### src/rtl/instr_encode_loader.sv
// -----------------------------------------------------------------------------
// instr_encode_loader
//
// Purpose:
//   Takes symbolic instructions (op, rd, rs1, rs2, imm) over a valid/ready
//   handshake and encodes each one as a 32-bit RV32I word: add/sub/slt/or/and,
//   addi/slti/ori/andi, lw, sw, beq and jal. Each encoded word is written to
//   the instruction-memory write port at consecutive word addresses, starting
//   at 0. Used to preload programs for bring-up and boot.
//
//   Each accepted request costs two cycles: the accept edge, then one WRITE
//   cycle that drives the memory strobe. After DEPTH words the block parks in
//   FULL. Only clear or rst leave FULL; the address never wraps.
//
// Optional feature (macro IMM_CHECK_EN):
//   When defined, each accepted request is checked for an illegal op and for
//   an out-of-range or misaligned immediate. A failing request sets the sticky
//   err flag and is dropped, so no write occurs and count is unchanged.
//   When undefined, illegal ops are written as NOP (0x00000013), oversized
//   immediates are truncated to their field width, and err is tied to 0.
//
// Ports:
//   clk         in   1         rising-edge clock
//   rst         in   1         synchronous active-high reset
//   clear       in   1         synchronous restart (count/address to 0,
//                              full/err cleared); blocks acceptance
//   in_valid    in   1         request valid
//   in_ready    out  1         request can be accepted this cycle
//   in_op       in   4         0 ADD,1 SUB,2 SLT,3 OR,4 AND,5 ADDI,6 SLTI,
//                              7 ORI,8 ANDI,9 LW,10 SW,11 BEQ,12 JAL
//   in_rd       in   5         destination register
//   in_rs1      in   5         source register 1
//   in_rs2      in   5         source register 2
//   in_imm      in   32        signed byte immediate / offset
//   imem_we     out  1         write strobe, one cycle per word
//   imem_addr   out  ADDR_W    word address of the write
//   imem_wdata  out  32        encoded instruction
//   count       out  ADDR_W+1  words written since reset/clear
//   full        out  1         count == DEPTH
//   err         out  1         sticky request error (IMM_CHECK_EN only)
// -----------------------------------------------------------------------------
module instr_encode_loader #(
  parameter int DEPTH  = 64,
  parameter int ADDR_W = $clog2(DEPTH)
) (
  input  logic              clk,
  input  logic              rst,
  input  logic              clear,
  input  logic              in_valid,
  output logic              in_ready,
  input  logic [3:0]        in_op,
  input  logic [4:0]        in_rd,
  input  logic [4:0]        in_rs1,
  input  logic [4:0]        in_rs2,
  input  logic [31:0]       in_imm,
  output logic              imem_we,
  output logic [ADDR_W-1:0] imem_addr,
  output logic [31:0]       imem_wdata,
  output logic [ADDR_W:0]   count,
  output logic              full,
  output logic              err
);

  // Symbolic op codes on in_op
  localparam logic [3:0] OP_ADD  = 4'd0;
  localparam logic [3:0] OP_SUB  = 4'd1;
  localparam logic [3:0] OP_SLT  = 4'd2;
  localparam logic [3:0] OP_OR   = 4'd3;
  localparam logic [3:0] OP_AND  = 4'd4;
  localparam logic [3:0] OP_ADDI = 4'd5;
  localparam logic [3:0] OP_SLTI = 4'd6;
  localparam logic [3:0] OP_ORI  = 4'd7;
  localparam logic [3:0] OP_ANDI = 4'd8;
  localparam logic [3:0] OP_LW   = 4'd9;
  localparam logic [3:0] OP_SW   = 4'd10;
  localparam logic [3:0] OP_BEQ  = 4'd11;
  localparam logic [3:0] OP_JAL  = 4'd12;

  // RV32I major opcodes
  localparam logic [6:0] OPC_R    = 7'b0110011;
  localparam logic [6:0] OPC_IALU = 7'b0010011;
  localparam logic [6:0] OPC_LOAD = 7'b0000011;
  localparam logic [6:0] OPC_STORE = 7'b0100011;
  localparam logic [6:0] OPC_BR   = 7'b1100011;
  localparam logic [6:0] OPC_JAL  = 7'b1101111;

  localparam logic [31:0] NOP_WORD = 32'h0000_0013;

  localparam logic [ADDR_W:0] DEPTH_C   = (ADDR_W+1)'(DEPTH);
  localparam logic [ADDR_W:0] COUNT_ONE = (ADDR_W+1)'(1);

  typedef enum logic [1:0] {
    ST_IDLE  = 2'd0,
    ST_WRITE = 2'd1,
    ST_FULL  = 2'd2
  } state_t;

  state_t            state_r;
  state_t            state_nxt_s;
  logic [ADDR_W:0]   count_r;
  logic [ADDR_W:0]   count_inc_s;
  logic [31:0]       wdata_r;
  logic              accept_s;
  logic              req_bad_s;

  // Build the RV32I word for one request. Register fields that the format
  // does not use are left as zero, and unknown ops become a NOP.
  function automatic logic [31:0] encode_instr(
    input logic [3:0]  op,
    input logic [4:0]  rd,
    input logic [4:0]  rs1,
    input logic [4:0]  rs2,
    input logic [31:0] imm
  );
    logic [31:0] w;
    w = NOP_WORD;
    case (op)
      OP_ADD:  w = {7'b0000000, rs2, rs1, 3'b000, rd, OPC_R};
      OP_SUB:  w = {7'b0100000, rs2, rs1, 3'b000, rd, OPC_R};
      OP_SLT:  w = {7'b0000000, rs2, rs1, 3'b010, rd, OPC_R};
      OP_OR:   w = {7'b0000000, rs2, rs1, 3'b110, rd, OPC_R};
      OP_AND:  w = {7'b0000000, rs2, rs1, 3'b111, rd, OPC_R};
      OP_ADDI: w = {imm[11:0], rs1, 3'b000, rd, OPC_IALU};
      OP_SLTI: w = {imm[11:0], rs1, 3'b010, rd, OPC_IALU};
      OP_ORI:  w = {imm[11:0], rs1, 3'b110, rd, OPC_IALU};
      OP_ANDI: w = {imm[11:0], rs1, 3'b111, rd, OPC_IALU};
      OP_LW:   w = {imm[11:0], rs1, 3'b010, rd, OPC_LOAD};
      OP_SW:   w = {imm[11:5], rs2, rs1, 3'b010, imm[4:0], OPC_STORE};
      // B-format scatters imm[12:1]; imm[0] is simply dropped
      OP_BEQ:  w = {imm[12], imm[10:5], rs2, rs1, 3'b000, imm[4:1],
                    imm[11], OPC_BR};
      // J-format scatters imm[20:1]; rs1/rs2 are not part of the word
      OP_JAL:  w = {imm[20], imm[10:1], imm[11], imm[19:12], rd, OPC_JAL};
      default: w = NOP_WORD;
    endcase
    return w;
  endfunction

`ifdef IMM_CHECK_EN
  // True when the op is known and its immediate fits the target field
  // (branch and jump offsets must also be even).
  function automatic logic req_legal(
    input logic [3:0]  op,
    input logic [31:0] imm
  );
    logic signed [31:0] simm;
    logic               ok;
    simm = imm;
    ok   = 1'b0;
    case (op)
      OP_ADD, OP_SUB, OP_SLT, OP_OR, OP_AND:
        ok = 1'b1;
      OP_ADDI, OP_SLTI, OP_ORI, OP_ANDI, OP_LW, OP_SW:
        ok = (simm >= -32'sd2048) && (simm <= 32'sd2047);
      OP_BEQ:
        ok = (simm >= -32'sd4096) && (simm <= 32'sd4094) && !imm[0];
      OP_JAL:
        ok = (simm >= -32'sd1048576) && (simm <= 32'sd1048574) && !imm[0];
      default:
        ok = 1'b0;
    endcase
    return ok;
  endfunction

  assign req_bad_s = !req_legal(in_op, in_imm);
`else
  assign req_bad_s = 1'b0;
`endif

  // clear must block acceptance in the same cycle, so ready is not registered
  assign in_ready    = (state_r == ST_IDLE) && !clear;
  assign accept_s    = in_valid && in_ready;
  assign count_inc_s = count_r + COUNT_ONE;

  assign imem_we    = (state_r == ST_WRITE);
  assign imem_addr  = count_r[ADDR_W-1:0];
  assign imem_wdata = wdata_r;
  assign count      = count_r;
  assign full       = (state_r == ST_FULL);

  // State register
  always_ff @(posedge clk) begin
    if (rst) begin
      state_r <= ST_IDLE;
    end else begin
      state_r <= state_nxt_s;
    end
  end

  // Next-state logic; clear overrides everything, including a pending WRITE
  always_comb begin
    state_nxt_s = state_r;
    case (state_r)
      ST_IDLE: begin
        if (accept_s && !req_bad_s) begin
          state_nxt_s = ST_WRITE;
        end else begin
          state_nxt_s = ST_IDLE;
        end
      end
      ST_WRITE: begin
        if (clear) begin
          state_nxt_s = ST_IDLE;
        end else if (count_inc_s == DEPTH_C) begin
          state_nxt_s = ST_FULL;
        end else begin
          state_nxt_s = ST_IDLE;
        end
      end
      ST_FULL: begin
        if (clear) begin
          state_nxt_s = ST_IDLE;
        end else begin
          state_nxt_s = ST_FULL;
        end
      end
      default: state_nxt_s = ST_IDLE;
    endcase
  end

  // Word counter (also the write address) and the encoded-word register
  always_ff @(posedge clk) begin
    if (rst || clear) begin
      count_r <= '0;
      wdata_r <= 32'h0000_0000;
    end else begin
      if (accept_s && !req_bad_s) begin
        wdata_r <= encode_instr(in_op, in_rd, in_rs1, in_rs2, in_imm);
      end
      if (state_r == ST_WRITE) begin
        count_r <= count_inc_s;
      end
    end
  end

`ifdef IMM_CHECK_EN
  logic err_r;

  // Sticky error flag, set by any rejected request
  always_ff @(posedge clk) begin
    if (rst || clear) begin
      err_r <= 1'b0;
    end else if (accept_s && req_bad_s) begin
      err_r <= 1'b1;
    end
  end

  assign err = err_r;
`else
  assign err = 1'b0;
`endif

endmodule
### config.mk
export PLATFORM = sky130hd
export DESIGN_NAME = instr_encode_loader
export DESIGN_NICKNAME = d
export VERILOG_FILES = /design/src/rtl/instr_encode_loader.sv
export SDC_FILE = /design/constraint.sdc
export NUM_CORES = 1
export LEC_CHECK = 0
export CAP_MARGIN = 20
export CORE_MARGIN = 1
export CORE_UTILIZATION = 40
export CTS_CLUSTER_DIAMETER = 80
export DETAILED_ROUTE_END_ITERATION = 8
export GPL_TIMING_DRIVEN = 0
export HOLD_SLACK_MARGIN = 0.15
export PLACE_DENSITY = 0.81
export SYNTH_ARGS = -nofsm -noshare
export SYNTH_HDL_FRONTEND = slang
export SYNTH_SLANG_ARGS = --single-unit
### constraint.sdc
create_clock -name clk -period 2 [get_ports clk]
set_input_delay 0.4 -clock clk [delete_from_list [all_inputs] [get_ports clk]]
set_output_delay 0.4 -clock clk [all_outputs]
set_load 0.02 [all_outputs]
==> Word level (Yosys, flattened, before mapping) <==
Cells that the tools add are included.
{ "totals": {"reg_bits": 41, "inputBits": 55, "elab_cells": 31} }
{ "classes": {"add_sub_neg": 1, "n_eq_ne": 15, "n_mux": 6, "reduce_logical": 6} }
{ "ops": {"columns": ["cell", "n"], "rows": [
  ["$pmux W32 S13", 1],
  ["$eq A4 B4 Y1 const B", 5],
  ["$eq A4 B3 Y1 const B", 4],
  ["$eq A4 B2 Y1 const B", 2],
  ["$add A7 B1 Y7 const B", 1],
  ["$eq A7 B7 Y1 const B", 1],
  ["$mux W2", 3],
  ["$pmux W2 S3", 1],
  ["$eq A4 B1 Y1 const B", 1],
  ["$logic_not A4 Y1", 1],
  ["$eq A2 B1 Y1 const B", 1],
  ["$eq A2 B2 Y1 const B", 1],
  ["$logic_and A1 B1 Y1", 2],
  ["$logic_not A2 Y1", 1],
  ["$logic_not A1 Y1", 1],
  ["$logic_or A1 B1 Y1", 1],
  ["$mux W1", 1]
]} }

==> Longest topological paths before layout <==
Gate-level depths: netlist of the first run.
{ "depth": {"depth_word": 5, "ltp_mapped": 6, "mapped_depth_nobuf": 5} }

==> Worst setup path after synthesis of the first run <==
No wires, ideal clock.
{ "synth_timing": {"kind": "reg2reg", "from": "register count_r[0], in the netlist count[0]", "to": "register state_r[1]", "setup_time_ns": 0.084, "arrival_time_ns": 1.594, "required_time_ns": 1.916, "slack_ns": 0.322, "path_stages_with_launch": 6, "period_less_slack_ns": 1.678, "path_cell_list": "dfxtp_1 ha_1 nand3_1 xnor2_1 or3_1 o31ai_2"} }
{ "synth_between": {"elab_chain_len": 5} }
{ "synth_rtl": {"columns": ["item", "line", "rtl"], "rows": [
  ["start, declared", "100", "logic [ADDR_W:0] count_r;"],
  ["start signal, assigned", "231", "count_r <= count_inc_s;"],
  ["$add A7 B1 Y7", "173", "assign count_inc_s = count_r + COUNT_ONE;"],
  ["$eq A7 B7 Y1", "204", "end else if (count_inc_s == DEPTH_C) begin"],
  ["$mux W2", "204", null],
  ["$mux W2", "202", "if (clear) begin"],
  ["$pmux W2 S3", "193", "case (state_r)"],
  ["end signal, assigned", "186", "state_r <= state_nxt_s;"],
  ["end, declared", "98", "state_t state_r;"]
]} }
No other way between the ends.
A chain may end at the register's enable or synchronous reset.

==> Final worst setup path of the first run <==
{ "layout_timing": {"from": "register count_r[2], in the netlist count[2]", "to": "output port imem_addr[2]"} }
{ "layout_rtl": {"columns": ["item", "line", "rtl"], "rows": [
  ["end, declared", "57", "output logic [ADDR_W-1:0] imem_addr,"]
]} }
No word-level cell between the ends.

==> results of run 1 <==
cell type report:
class                   count  area [µm²]  area share, %
flip-flops and latches     39         781           25.3
multi-input cells         178        1060           34.4
repair buffers             90         901           29.2
clock buffers               6        82.6           2.68
inverters                   2        7.51          0.244
well taps                  67        83.8           2.72
clock inverters             1        5.00          0.162
plain buffers              26         161           5.24
metrics by stage:
stage	hold slack [ns]	area [µm²]
global placement	0.438	2990
detailed placement	0.444	2990
CTS	0.459	3070
global route	0.484	3080
finish	0.457	3080
floorplan	0.472	2000
worst max-delay path, stage by stage (launching register included):
cell and delay (ns):
dfxtp_1 0.49, buf_4 0.16, clkdlybuf4s50_1 0.58
path summary, 6_finish.rpt:
kind,endpoint,slack (ns)
max,imem_addr[2],0.08
min,imem_wdata[13],0.46
max reg2reg,state_r[1],0.30
min reg2reg,imem_wdata[13],0.46
synthesized netlist by cell type (2+ instances only):
cell and n:
dfxtp_1 39, nor2_1 25, nand2_1 22, nand3_1 18, a21oi_1 17, buf_4 11
nor3_1 10, o21ai_0 10, xnor2_1 8, buf_2 6, clkbuf_1 6, nor2b_1 6
a221oi_1 5, nand2b_1 5, a211oi_1 4, a22oi_1 4, xor2_1 4, and2_1 3
nand4_1 3, or3_1 3, a21o_1 2, a31oi_1 2, a32oi_1 2, buf_6 2
inv_1 2, mux2i_1 2, nor3_2 2
kinds of logic after synthesis:
| group | count (synthesis) | share of synthesized area (%) |
|---|---|---|
| other | 1 | 0.187 |
| flip-flops | 39 | 39.0 |
| AND/OR/NAND/NOR | 102 | 24.8 |
| adder cells (fa/ha/maj) | 1 | 0.624 |
| buffers and inverters | 28 | 8.43 |
| AO/OA/AOI/OAI | 59 | 20.2 |
| multiplexers | 3 | 1.56 |
| XOR/XNOR | 12 | 5.24 |
per-layer routing:
metal / part of all wire (%) / track usage, % / vias up
met3: 5.3 / 4.83 / 9
met1: 44 / 26.4 / 963
met2: 49 / 38.3 / 77
li1: - / - / 1051
met5: 0 / 0 / -
met4: 1.5 / 7.41 / 0
where the power goes:
group          leakage [nW]  internal, mW  switching, mW
Sequential            0.316         0.792        0.00963
Combinational         0.770         0.170          0.167
Clock                0.0470         0.271          0.265
Total                  1.13          1.23          0.441
registers in the layout, indices dropped and copies added, names as in the netlist:
signal	flops
count	7
imem_wdata	30
state_r	2
timing repair:
| item | CTS | global route |
|---|---|---|
| setup endpoints to repair | 2 | 3 |
| resized for setup | 2 | 2 |
| hold endpoints to repair | 0 | 0 |
==> results by group, run 1 <==
Outcome
  • Status: completed

Clocking
  • H-tree depth: 2
  • Clk root buf: clkbuf_8
  • Clk buf depth: 2
  • Clk_lat worst skew: just under 0.3 ns
  • Num CTS Buffers: 5
  • Hold Buf Count CTS: 0
  • Clock sinks: 39
  • Setup Fix Bufs, Post-CTS: 0
  • Clock transition at the registers of the reported paths: 0.07 ns
  • CTS tree: built

Synthesis
  • Syn. warnings: 0
  • Syn Nets: between 300 and 400
  • Mapped Cells: approximately 250
  • Seq cells post-synth: 39
  • Seq/Total Area, Yosys: 39.0%
  • Mapped Avg Cell Area: about 8.2 µm²
  • Post-synth ARST share: 0%
  • Library cells used by synthesis: around 50
  • Share of the synthesized area in the top cell type: between 30% and 40%
  • EDFF count, synth: 0
  • Yosys top cell by area: dfxtp_1
  • Top cells by area, synth: dfxtp_1 39%, nor2_1 4.7%, nand3_1 4.5%
  • Post-Syn Area: 0.00200 mm²
  • Ys flop type: dfxtp_1

Power and ir drop
  • VDD IR max: between 0.3 and 0.4 mV
  • Cell Pwr Density: roughly 540 mW/mm²
  • Final Power: between 1.5 and 2 mW
  • Pleak: between 1 and 1.5 nW

Timing
  • Slew at the pin closest to its max-slew limit: about 0.57 ns
  • RSZ-0062 raised after global routing: no
  • Fin crit share: a little over nine tenths
  • Max Clk Rate: 521 MHz
  • Slew Viols, Final: 0
  • Slew margin rel.: between 60% and 70%
  • Final worst slack: 0.0793 ns
  • Setup Skew: ~0.0027 ns
  • Min Tclk post-route: 1.92 ns
  • Final Hold Violating Endpoints: 0
  • Final number of setup-violating endpoints: 0
  • Sum Neg Setup Slack: 0 ns

Cells and area
  • Post-route insts no fill: between 400 and 500
  • Fillers: between 400 and 500
  • Most frequent cells in the layout: 87 x clkdlybuf4s50_1, 39 x dfxtp_1, 25 x nor2_1
  • Area grow syn2layout: 53.8%
  • Final net count: slightly below 400
  • Final Core Density: 64.4%
  • Most common cell after layout, fill and taps aside: clkdlybuf4s50_1
  • Antenna diodes: 0
  • Layout cell share with drive strength beyond 1: 10.5%

Detailed routing
  • Final ANT Viol Nets: 0
  • Total number of vias: 2100
  • Wirelength per Cell: about 14 µm
  • Residual DRC: 0
  • Final WL: 5660 µm
  • Starting DRC count in detailed routing: 104
  • Pre-Repair DR Iteration Count: 5
  • Via/cell ratio: 5.13

Global routing
  • Gr usage total: 21.9%
  • First-pass GRT wire length: about 9000 µm
  • Via count of the first global-routing pass: just under 2000
  • Initial antenna violation count: 0
  • Global route total overflow: 0
  • Largest net degree at the start of global routing: 12

Floorplanning
  • Io pins: 104
  • Core Region: between 0.004 and 0.005 mm²
  • Die area: approximately 0.0053 mm²
  • Die Span Y: 72.8 µm
  • Die X: between 70 and 80 µm
  • Starting Density: between 40% and 50%
  • Core Rows: 25

Place
  • Port bufs: 90
  • DP Cell Count: about 400
  • RD Place Congestion: between 0.9 and 1
  • Place WS: -0.210 ns
  • DP Wirelength: approximately 4400 µm

Hold path
  • HP Start: imem_wdata[13]
  • Hold/Removal Path Class: flop to flop
  • Hold depth: 2

Worst setup path
  • CP Capture Type: output pin
  • WP data required: between 1.5 and 2 ns
  • Worst R2R Path Depth: 5
  • Worst Path Max Fanout: 7
  • Worst Setup Start Kind: flop
  • WS Path Type: flop to output pin
  • Worst Path Arrival: roughly 1.5 ns
  • Critical R2R Launch: count[0]
  • CP startpoint: count[2]

Run
  • Max-cap violations: 0
No activity file was read; power rests on OpenSTA's default activity.
==> run 2: changes to the inputs <==
Settings changed: SLEW_MARGIN set to 15.
==> results of run 2 <==
The final DEF is identical to that of run 1; final timing and power are the same.
==> run 3: changes to the inputs <==
Settings changed: CTS_CLUSTER_SIZE set to 40.
==> results of run 3 <==
The final DEF is identical to that of run 1; final timing and power are the same.
